`src/rtl/groestl_subbytes_sched.sv`:
```
// Folded Groestl SubBytes sequencer: streams a 64-byte state through a shared
// bank of LANES S-boxes, LANES bytes per beat, and writes results back in place.
module groestl_subbytes_sched #(
    parameter int LANES    = 8,
    parameter int SBOX_LAT = 0
) (
    input  logic                 clk,
    input  logic                 rst_n,
    input  logic                 in_valid,
    output logic                 in_ready,
    input  logic [511:0]         in_state,
    output logic [8*LANES-1:0]   sb_x,
    output logic                 sb_vld,
    input  logic [8*LANES-1:0]   sb_y,
    output logic                 out_valid,
    input  logic                 out_ready,
    output logic [511:0]         out_state,
    output logic                 busy
);

    localparam int BEATS = 64 / LANES;
    localparam int CW    = $clog2(BEATS) + 1;
    localparam int IW    = (BEATS > 1) ? $clog2(BEATS) : 1;
    localparam int BW    = 8 * LANES;

    typedef enum logic [1:0] {
        S_IDLE,
        S_RUN,
        S_DONE
    } state_t;

    state_t          r_fsm;
    state_t          w_fsm_nxt;
    logic [CW-1:0]   r_issue;
    logic [CW-1:0]   r_ret;
    logic [511:0]    r_state;
    logic            w_accept;
    logic            w_issue_live;
    logic            w_ret_vld;
    logic            w_ret_live;
    logic [BW-1:0]   w_beat [BEATS];

    assign w_accept     = (r_fsm == S_IDLE) && in_valid;
    assign w_issue_live = (r_fsm == S_RUN) && (r_issue < CW'(BEATS));
    assign w_ret_live   = (r_fsm == S_RUN) && w_ret_vld;

    // Beat view of the state register, one slice per issue slot
    for (genvar g = 0; g < BEATS; g++) begin : g_beat
        assign w_beat[g] = r_state[g*BW +: BW];
    end

    // Return-valid delay line matching the lane bank pipeline depth
    if (SBOX_LAT == 0) begin : g_nodly
        assign w_ret_vld = sb_vld;
    end else begin : g_dly
        logic [SBOX_LAT-1:0] r_vld_dly;
        always_ff @(posedge clk or negedge rst_n) begin
            if (!rst_n) begin
                r_vld_dly <= '0;
            end else begin
                r_vld_dly[0] <= sb_vld;
                for (int i = 1; i < SBOX_LAT; i++) begin
                    r_vld_dly[i] <= r_vld_dly[i-1];
                end
            end
        end
        assign w_ret_vld = r_vld_dly[SBOX_LAT-1];
    end

    always_ff @(posedge clk or negedge rst_n) begin
        if (!rst_n) begin
            r_fsm <= S_IDLE;
        end else begin
            r_fsm <= w_fsm_nxt;
        end
    end

    always_comb begin
        w_fsm_nxt = r_fsm;
        case (r_fsm)
            S_IDLE: if (in_valid) w_fsm_nxt = S_RUN;
            S_RUN:  if (w_ret_live && (r_ret == CW'(BEATS - 1))) w_fsm_nxt = S_DONE;
            S_DONE: if (out_ready) w_fsm_nxt = S_IDLE;
            default: w_fsm_nxt = S_IDLE;
        endcase
    end

    always_ff @(posedge clk or negedge rst_n) begin
        if (!rst_n) begin
            r_issue <= '0;
            r_ret   <= '0;
        end else if (w_accept) begin
            r_issue <= '0;
            r_ret   <= '0;
        end else begin
            if (w_issue_live) r_issue <= r_issue + CW'(1);
            if (w_ret_live)   r_ret   <= r_ret + CW'(1);
        end
    end

    // Capture on accept, otherwise overwrite the returning beat in place
    always_ff @(posedge clk or negedge rst_n) begin
        if (!rst_n) begin
            r_state <= '0;
        end else if (w_accept) begin
            r_state <= in_state;
        end else if (w_ret_live) begin
            for (int b = 0; b < BEATS; b++) begin
                if (r_ret[IW-1:0] == IW'(b)) begin
                    r_state[b*BW +: BW] <= sb_y;
                end
            end
        end
    end

    always_comb begin
        in_ready  = 1'b0;
        out_valid = 1'b0;
        busy      = 1'b0;
        sb_vld    = 1'b0;
        sb_x      = '0;
        out_state = r_state;
        case (r_fsm)
            S_IDLE: in_ready = 1'b1;
            S_RUN: begin
                busy = 1'b1;
                if (w_issue_live) begin
                    sb_vld = 1'b1;
                    sb_x   = w_beat[r_issue[IW-1:0]];
                end
            end
            S_DONE: begin
                busy      = 1'b1;
                out_valid = 1'b1;
            end
            default: in_ready = 1'b0;
        endcase
    end

endmodule
```
`config.mk`:
```
export PLATFORM = sky130hd
export DESIGN_NAME = groestl_subbytes_sched
export DESIGN_NICKNAME = d
export VERILOG_FILES = /design/src/rtl/groestl_subbytes_sched.sv
export SDC_FILE = /design/constraint.sdc
export NUM_CORES = 1
export LEC_CHECK = 0
export ABC_CLOCK_PERIOD_IN_PS = 2600
export BUFFER_PORTS_ARGS = -buffer_cell sky130_fd_sc_hd__buf_2
export CORE_AREA = 5 5 443 445
export DETAILED_ROUTE_END_ITERATION = 8
export DIE_AREA = 0 0 448 450
export PLACE_DENSITY = 0.44
export SLEW_MARGIN = 20
export SYNTH_ARGS = -nofsm -noshare
export SYNTH_HDL_FRONTEND = slang
export SYNTH_SLANG_ARGS = --single-unit
```
`constraint.sdc`:
```
create_clock -name clk -period 2.6 [get_ports clk]
set_input_delay 0.39 -clock clk [delete_from_list [all_inputs] [get_ports clk]]
set_output_delay 0.39 -clock clk [all_outputs]
set_load 0.005 [all_outputs]
```
==> results of run 1 <==
==> synthesized netlist by cell type, drive strengths merged (4+ instances only) <==
master    n
dfrtp   522
clkbuf  176
or2      64
nand2   512
inv       8
buf     120
nand4b    4
ha       12
nor2      7
o22ai   128
o21ai   513
mux2i   770
==> power groups by stage <==
stage | Sequential, W | Combinational (W) | Clock, W
after detailed placement | 0.0174 | 0.0246 | 0
after global routing | 0.0180 | 0.0306 | 0.0113
after CTS | 0.0175 | 0.0277 | 0.0111
after global placement | 0.0175 | 0.0244 | 0
final | 0.0177 | 0.0287 | 0.0108
after floorplan | 0.0152 | 0.0107 | 0
==> cell usage in the layout (no fill, tap or decap), drive strengths merged <==
cell,n
o21ai,513
and4bb,3
and2,1
ha,12
nand4b,4
nand3,1
a41oi,1
xor2,2
clkinvlp,3
xnor2,1
clkbuf,119
dfrtp,522
inv,10
bufbuf,1
a222oi,1
dlygate4sd3,515
mux2,3
o22ai,128
diode,22
or4b,1
or2,64
nand3b,3
clkinv,12
nor2,7
bufinv,8
a21oi,1
mux2i,770
buf,1361
nand4bb,3
or3,1
nand2,512
nand2b,1
==> how the worst max path moves through the flow <==
stage	slack, ns	end	cells after the start
finish	-0.45	sb_x[52]	8
global route	-0.57	sb_x[53]	8
CTS	-0.59	sb_x[28]	8
detailed placement	-0.08	sb_x[30]	6
global placement	-0.06	sb_x[30]	6
floorplan	0.52	sb_x[53]	7
==> through the flow <==
step	worst slack (ns)	setup TNS (ns)	total power, W	hold slack [ns]	cell area [um2]
6_report	-0.455	-24.20	0.0572	0.0465	47700
2_1_floorplan	0.519	0	0.0259	0.0944	28600
4_1_cts	-0.589	-32.36	0.0563	0.00161	46800
3_3_place_gp	-0.0641	-0.154	0.0419	0.422	37900
5_1_grt	-0.570	-31.41	0.0599	0.0422	47700
3_5_place_dp	-0.0784	-0.212	0.0420	0.426	37900
==> timing repair <==
item / 4_1_cts / 5_1_grt
hold buffers: 515 / 0
buffers inserted: 14 / 15
gates cloned: 12 / 20
hold endpoints to repair: 538 / 0
endpoints found under the setup margin: 65 / 66
pin swaps: 85 / 51
gates resized for setup: 166 / 76
==> logic make-up (layout without fill, tap and decap cells) <==
logic type	count (synthesis)	after routing
muxes	773	773
other	0	22
and+or+nand+nor	601	601
adders and majority gates	12	12
buffers and inverters	304	2029
AOI/OAI and AO/OA	644	644
xor gates and xnor gates	3	3
DFF	522	522
==> state kept, by name, indices dropped and copies added, names as in the netlist <==
register	count
out_state	512
r_fsm	2
r_issue	4
r_ret	4
==> layout make-up <==
type	count	area, um2
fillers	20700	144000
multi-input cells	2033	14700
repair buffers	1891	14200
flip-flops and latches	522	13100
well taps	2526	3160
clock buffers	105	2090
clock inverters	25	388
diodes	22	55.1
inverters	8	30.0
==> layer usage <==
layer / track usage [%] / vias to the layer above
met4: 8.96 / 10
met2: 32.7 / 1703
li1: - / 13400
met5: 0 / -
met3: 5.85 / 391
met1: 24.9 / 16000
==> critical path, stage by stage, from the launching register on <==
cell	delay [ns]
dfrtp_1	0.39
inv_2	0.08
ha_4	0.12
or4b_4	0.54
buf_12	0.19
buf_16	0.18
o22ai_2	0.13
or2_1	0.18
buf_2	0.14
==> qor.yml, run 1 <==
status: "finished, violations left"
violations: "setup timing"
pwr-share-seq_pct: 31.0
via_per_inst: 4.42
ys_top_cells_by_area: "dfrtp_1 46%, mux2i_1 27%, o21ai_0 9.0%"
internal_power_w: 0.0308
hp-class: "in2reg"
die_y_um: 450
tightest_slew_ns: 0.803
synth_top_area_share_pct: 45.6
p_leak_nw: 22.8
core_mm2: 0.192
dr_wl_met3_um: 20100
grt_pass1_vias: 31700
setup_slack_ns: -0.455
min_to: "out_state[449]"
io_buffers: 1159
regToRegSetupSlack_ns: 0.14
synth_compound_area_share_pct: 11.8
place.detailed.hpwl_um: 163000
cp-end-kind: "output pin"
timing.rr.start: "r_fsm[0]"
switching_power_w: 0.0264
min_path_cells: 3
gr-total-overflow: 0
fin_util_pct: 24.9
synth_top_cell_by_area: "dfrtp_1"
synth_nets: 3451
die-area_mm2: 0.202
power_density_mw_per_mm2: 1200
grt_max_degree: 80
gp_congestion: 0.969
start_util_pct: 14.9
synthMuxAreaShare_pct: 27.0
track_usage_pct: 20.2
clk_latency_ns: 0.72
setup.worst_path.class: "reg2out"
synthArstFlopShare_pct: 100
clockBufferDepth: 3
drv_slew: 0
wire_per_inst_um: 31.0
synth_area_mm2: 0.0286
antenna_found_initial: 47
min_from: "in_state[449]"
top_layer_used: "met5"
peakVddDrop_v: 0.000553
clock_skew_ns: 0.0534
cts_sinks: 522
grt_pass1_wl_um: 282000
ys_types: 31
min_period_over_period_pct: 117
synth_xor_area_share_pct: 0.0918
num_rows: 161
synth_fa_ha_area_share_pct: 0.524
combPwrFrac_pct: 50.2
cts_max_level: 3
wl_met2_um: 103000
dp.cells: 6406
die_x_um: 448
yosysWarnings: 0
synth_edf_count: 0
cts_buffers: 73
setup-violations-final: 64
final_cells: 7132
drt_iter0_markers: 3009
io_pins: 1160
crit_required_ns: 2.21
nNetsFinal: 5121
worstPathArrival_ns: 2.66
report.final.hold_viol_count: 0
first_pass_iters: 5
reg2regPathDepth: 9
path_clk_slew_ns: 0.06
cts-root-buf: "clkbuf_16"
critPathMaxFanout: 5
syn2layout_area_growth_pct: 66.6
postRouteAntennaNets: 0
cts_tree: "built"
wl_met1_um: 88000
synthCells: 2859
synth_seq_area_share_pct: 45.6
worstSetupStartpointType: "register"
drive_above_1_share_pct: 35.4
maxCapViolations: 0
drc_errors: 0
startpoint: "r_fsm[1]"
p_sw_share_pct: 46.1
rsz0062_at_grt: "true"
relSlewSlack_pct: 46.5
synth_simple_gate_area_share_pct: 8.77
synthFlopType: "dfrtp_1"
synth_top_family_by_area: "multiplexers"
num_vias: 31500
max_freq_mhz: 327
final.min_clock_period_ns: 3.05
syn_avg_cell_area_um2: 10.0
reg2reg_to: "out_state[442]"
clockPowerShare_pct: 18.8
synth_seq_cells: 522
routed_wl_um: 221000
Note: power is estimated with default switching activity, not from simulation.
==> run 2: changes to the inputs <==
Settings changed: ABC_CLOCK_PERIOD_IN_PS 2600 to 3600, CORE_AREA 5 5 443 445 to 5 5 452 454, DIE_AREA 0 0 448 450 to 0 0 457 459, PLACE_DENSITY 0.44 to 0.43, SLEW_MARGIN 20 to not set.
Clock period 2.6 ns to 3.6 ns, I/O delays scaled along.
==> run 2 against run 1 <==
  * The flow now finishes without violations
  * Clock-buffer cell count is 4 lower
  * Design area fell by 12%
  * Utilization is 3.7 points lower
  * Clock power shrank 33%
  * Routed wire length is 5.3% lower
  * Non-clock buffer count is 406 lower
  * Combinational power fell by 37%
  * Hold slack better by 0.049 ns
==> qor.yml, run 2 (synthesis results as in run 1) <==
tightest_slew_ns: 0.901  # +0.0979 ns
antenna_found_initial: 71  # +51%
gr-total-overflow: 0  # unchanged
track_usage_pct: 19.1  # -1.1 points
rsz0062_at_grt: "false"
die_y_um: 459  # +2.0%
syn2layout_area_growth_pct: 47.3
final_area_mm2: 0.0422  # -12%
start_util_pct: 14.4  # -0.56 points
drt_iter0_markers: 2693  # -11%
io_pins: 1160  # unchanged
cts_buffers: 73  # unchanged
min_period_over_period_pct: 96.4
clk_latency_ns: 0.68  # -0.04 ns
crit_required_ns: 3.06  # +0.85 ns
cp-end-kind: "output pin"
drv_slew: 0  # unchanged
relSlewSlack_pct: 39.9  # -6.5 points
place.detailed.hpwl_um: 168000  # +2.5%
power_density_mw_per_mm2: 902  # -25%
p_leak_nw: 20.5  # -10%
setup-violations-final: 0  # -100%
io_buffers: 1159  # unchanged
final_common_cell: "buf_2"
cts_max_level: 3  # unchanged
die_x_um: 457  # +2.0%
cts_tree: "built"
num_rows: 164  # +1.9%
hp-class: "in2reg"
grt_max_degree: 165  # +110%
path_clk_slew_ns: 0.06  # about the same
num_vias: 29300  # -7.1%
grt_pass1_wl_um: 277000  # -1.8%
grt_pass1_vias: 29700  # -6.4%
core_mm2: 0.199  # +3.9%
final.min_clock_period_ns: 3.47
cts-root-buf: "clkbuf_16"
fin_util_pct: 21.2  # -3.7 points
worstPathArrival_ns: 2.93  # +0.27 ns
routed_wl_um: 209000  # -5.3%
cts_sinks: 522  # unchanged
placed_area_mm2: 0.0374  # -1.1%
drc_errors: 0  # unchanged
status: "complete, no violations"
fillers: 22200  # +6.9%
tns_ns: 0  # +24.20 ns
final_cell_mix: "1,158 x buf_2, 762 x mux2i_1, 521 x dfrtp_1"
largest_reg_flops: 512  # unchanged
max_freq_mhz: 288
nNetsFinal: 4715  # -7.9%
drive_above_1_share_pct: 34.2  # -1.2 points
clockBufferDepth: 3  # unchanged
report.final.hold_viol_count: 0  # unchanged
worstSetupStartpointType: "register"
gp_congestion: 0.911  # -6.0%
die-area_mm2: 0.210  # +4.0%
critPathMaxFanout: 34  # +29
postRouteAntennaNets: 0  # unchanged
setup.worst_path.class: "reg2out"
place_ws_ns: 0.385  # +0.463 ns
wire_per_inst_um: 30.6  # -1.4%
clock_skew_ns: 0.0253  # -0.0281 ns
via_per_inst: 4.28  # -3.1%
setup_slack_ns: 0.128  # +0.583 ns
maxCapViolations: 0  # unchanged
first_pass_iters: 5  # unchanged
peakVddDrop_v: 0.000366  # -34%
[run 2: changes by cell type in the layout (fill, tap and decap cells not counted), sizes merged]
| cell | before | now |
|---|---|---|
| buf | 1361 | 1279 |
| bufbuf | 1 | 0 |
| bufinv | 8 | 3 |
| clkbuf | 119 | 101 |
| dlygate4sd3 | 515 | 206 |
| clkinv | 12 | 14 |
| diode | 22 | 17 |
[run 2: final timing paths]
path	from	cells after the start	to	slack [ns]
worst min register to register	r_ret[3]	2	r_ret[3]	0.55
min in group asynchronous	rst_n	2	out_state[2]	0.53
worst max-delay path	r_issue[1]	7	sb_x[22]	0.13
worst min-delay path	in_state[390]	3	out_state[390]	0.1
worst max register to register	r_fsm[1]	7	out_state[145]	1.09
max in group asynchronous	rst_n	3	out_state[114]	1.98
[run 2: cell type report]
class | instances | area [um2] | share of cell area [%]
Multi-Input combinational cell | 2033 | 14100 | 33.4
Sequential cell | 522 | 13100 | 31.0
Timing Repair Buffer | 1485 | 9340 | 22.1
Tap cell | 2656 | 3320 | 7.88
Clock buffer | 101 | 2060 | 4.87
Clock inverter | 22 | 215 | 0.510
Antenna cell | 17 | 42.5 | 0.101
Inverter | 8 | 30.0 | 0.0712
[run 2: power by group]
part           leakage, nW  total, W  switching (W)  internal (W)
clock                 1.11   0.00724        0.00305       0.00419
sequential            6.43    0.0128        0.00409       0.00875
combinational         12.9    0.0180         0.0109       0.00709
total                 20.5    0.0380         0.0180        0.0200
[run 2: critical path: stages (launching register included)]
cell	delay [ns]
dfrtp_4	0.55
buf_12	0.18
buf_12	0.18
buf_12	0.26
mux2i_1	0.52
o22ai_1	0.15
or2_1	0.23
buf_2	0.13
[run 2: per-layer routing]
layer / vias up / track usage (%) / wire length, um
li1: 12600 / - / -
met1: 14800 / 25.1 / 90300
met2: 1569 / 29.6 / 91600
met3: 266 / 6.89 / 20900
met4: 10 / 4.93 / 6440
met5: - / 0 / 62
[run 2: what timing repair did]
item | CTS | global route
pin swaps | 2 | 0
endpoints found under the setup margin | 62 | 18
gates resized for setup | 41 | 3
setup buffers | 10 | 0
endpoints found under the hold margin | 249 | 0
hold buffers | 206 | 0
[run 2: stage by stage]
| step | std cells | hold WS, ns | power, W |
|---|---|---|---|
| floorplan | 2859 | 0.244 | 0.0187 |
| CTS | 6827 | 0.00000128 | 0.0385 |
| finish | 6844 | 0.0956 | 0.0380 |
| detailed placement | 6488 | 0.545 | 0.0303 |
| global route | 6836 | 0.0324 | 0.0403 |
| global placement | 6488 | 0.537 | 0.0302 |
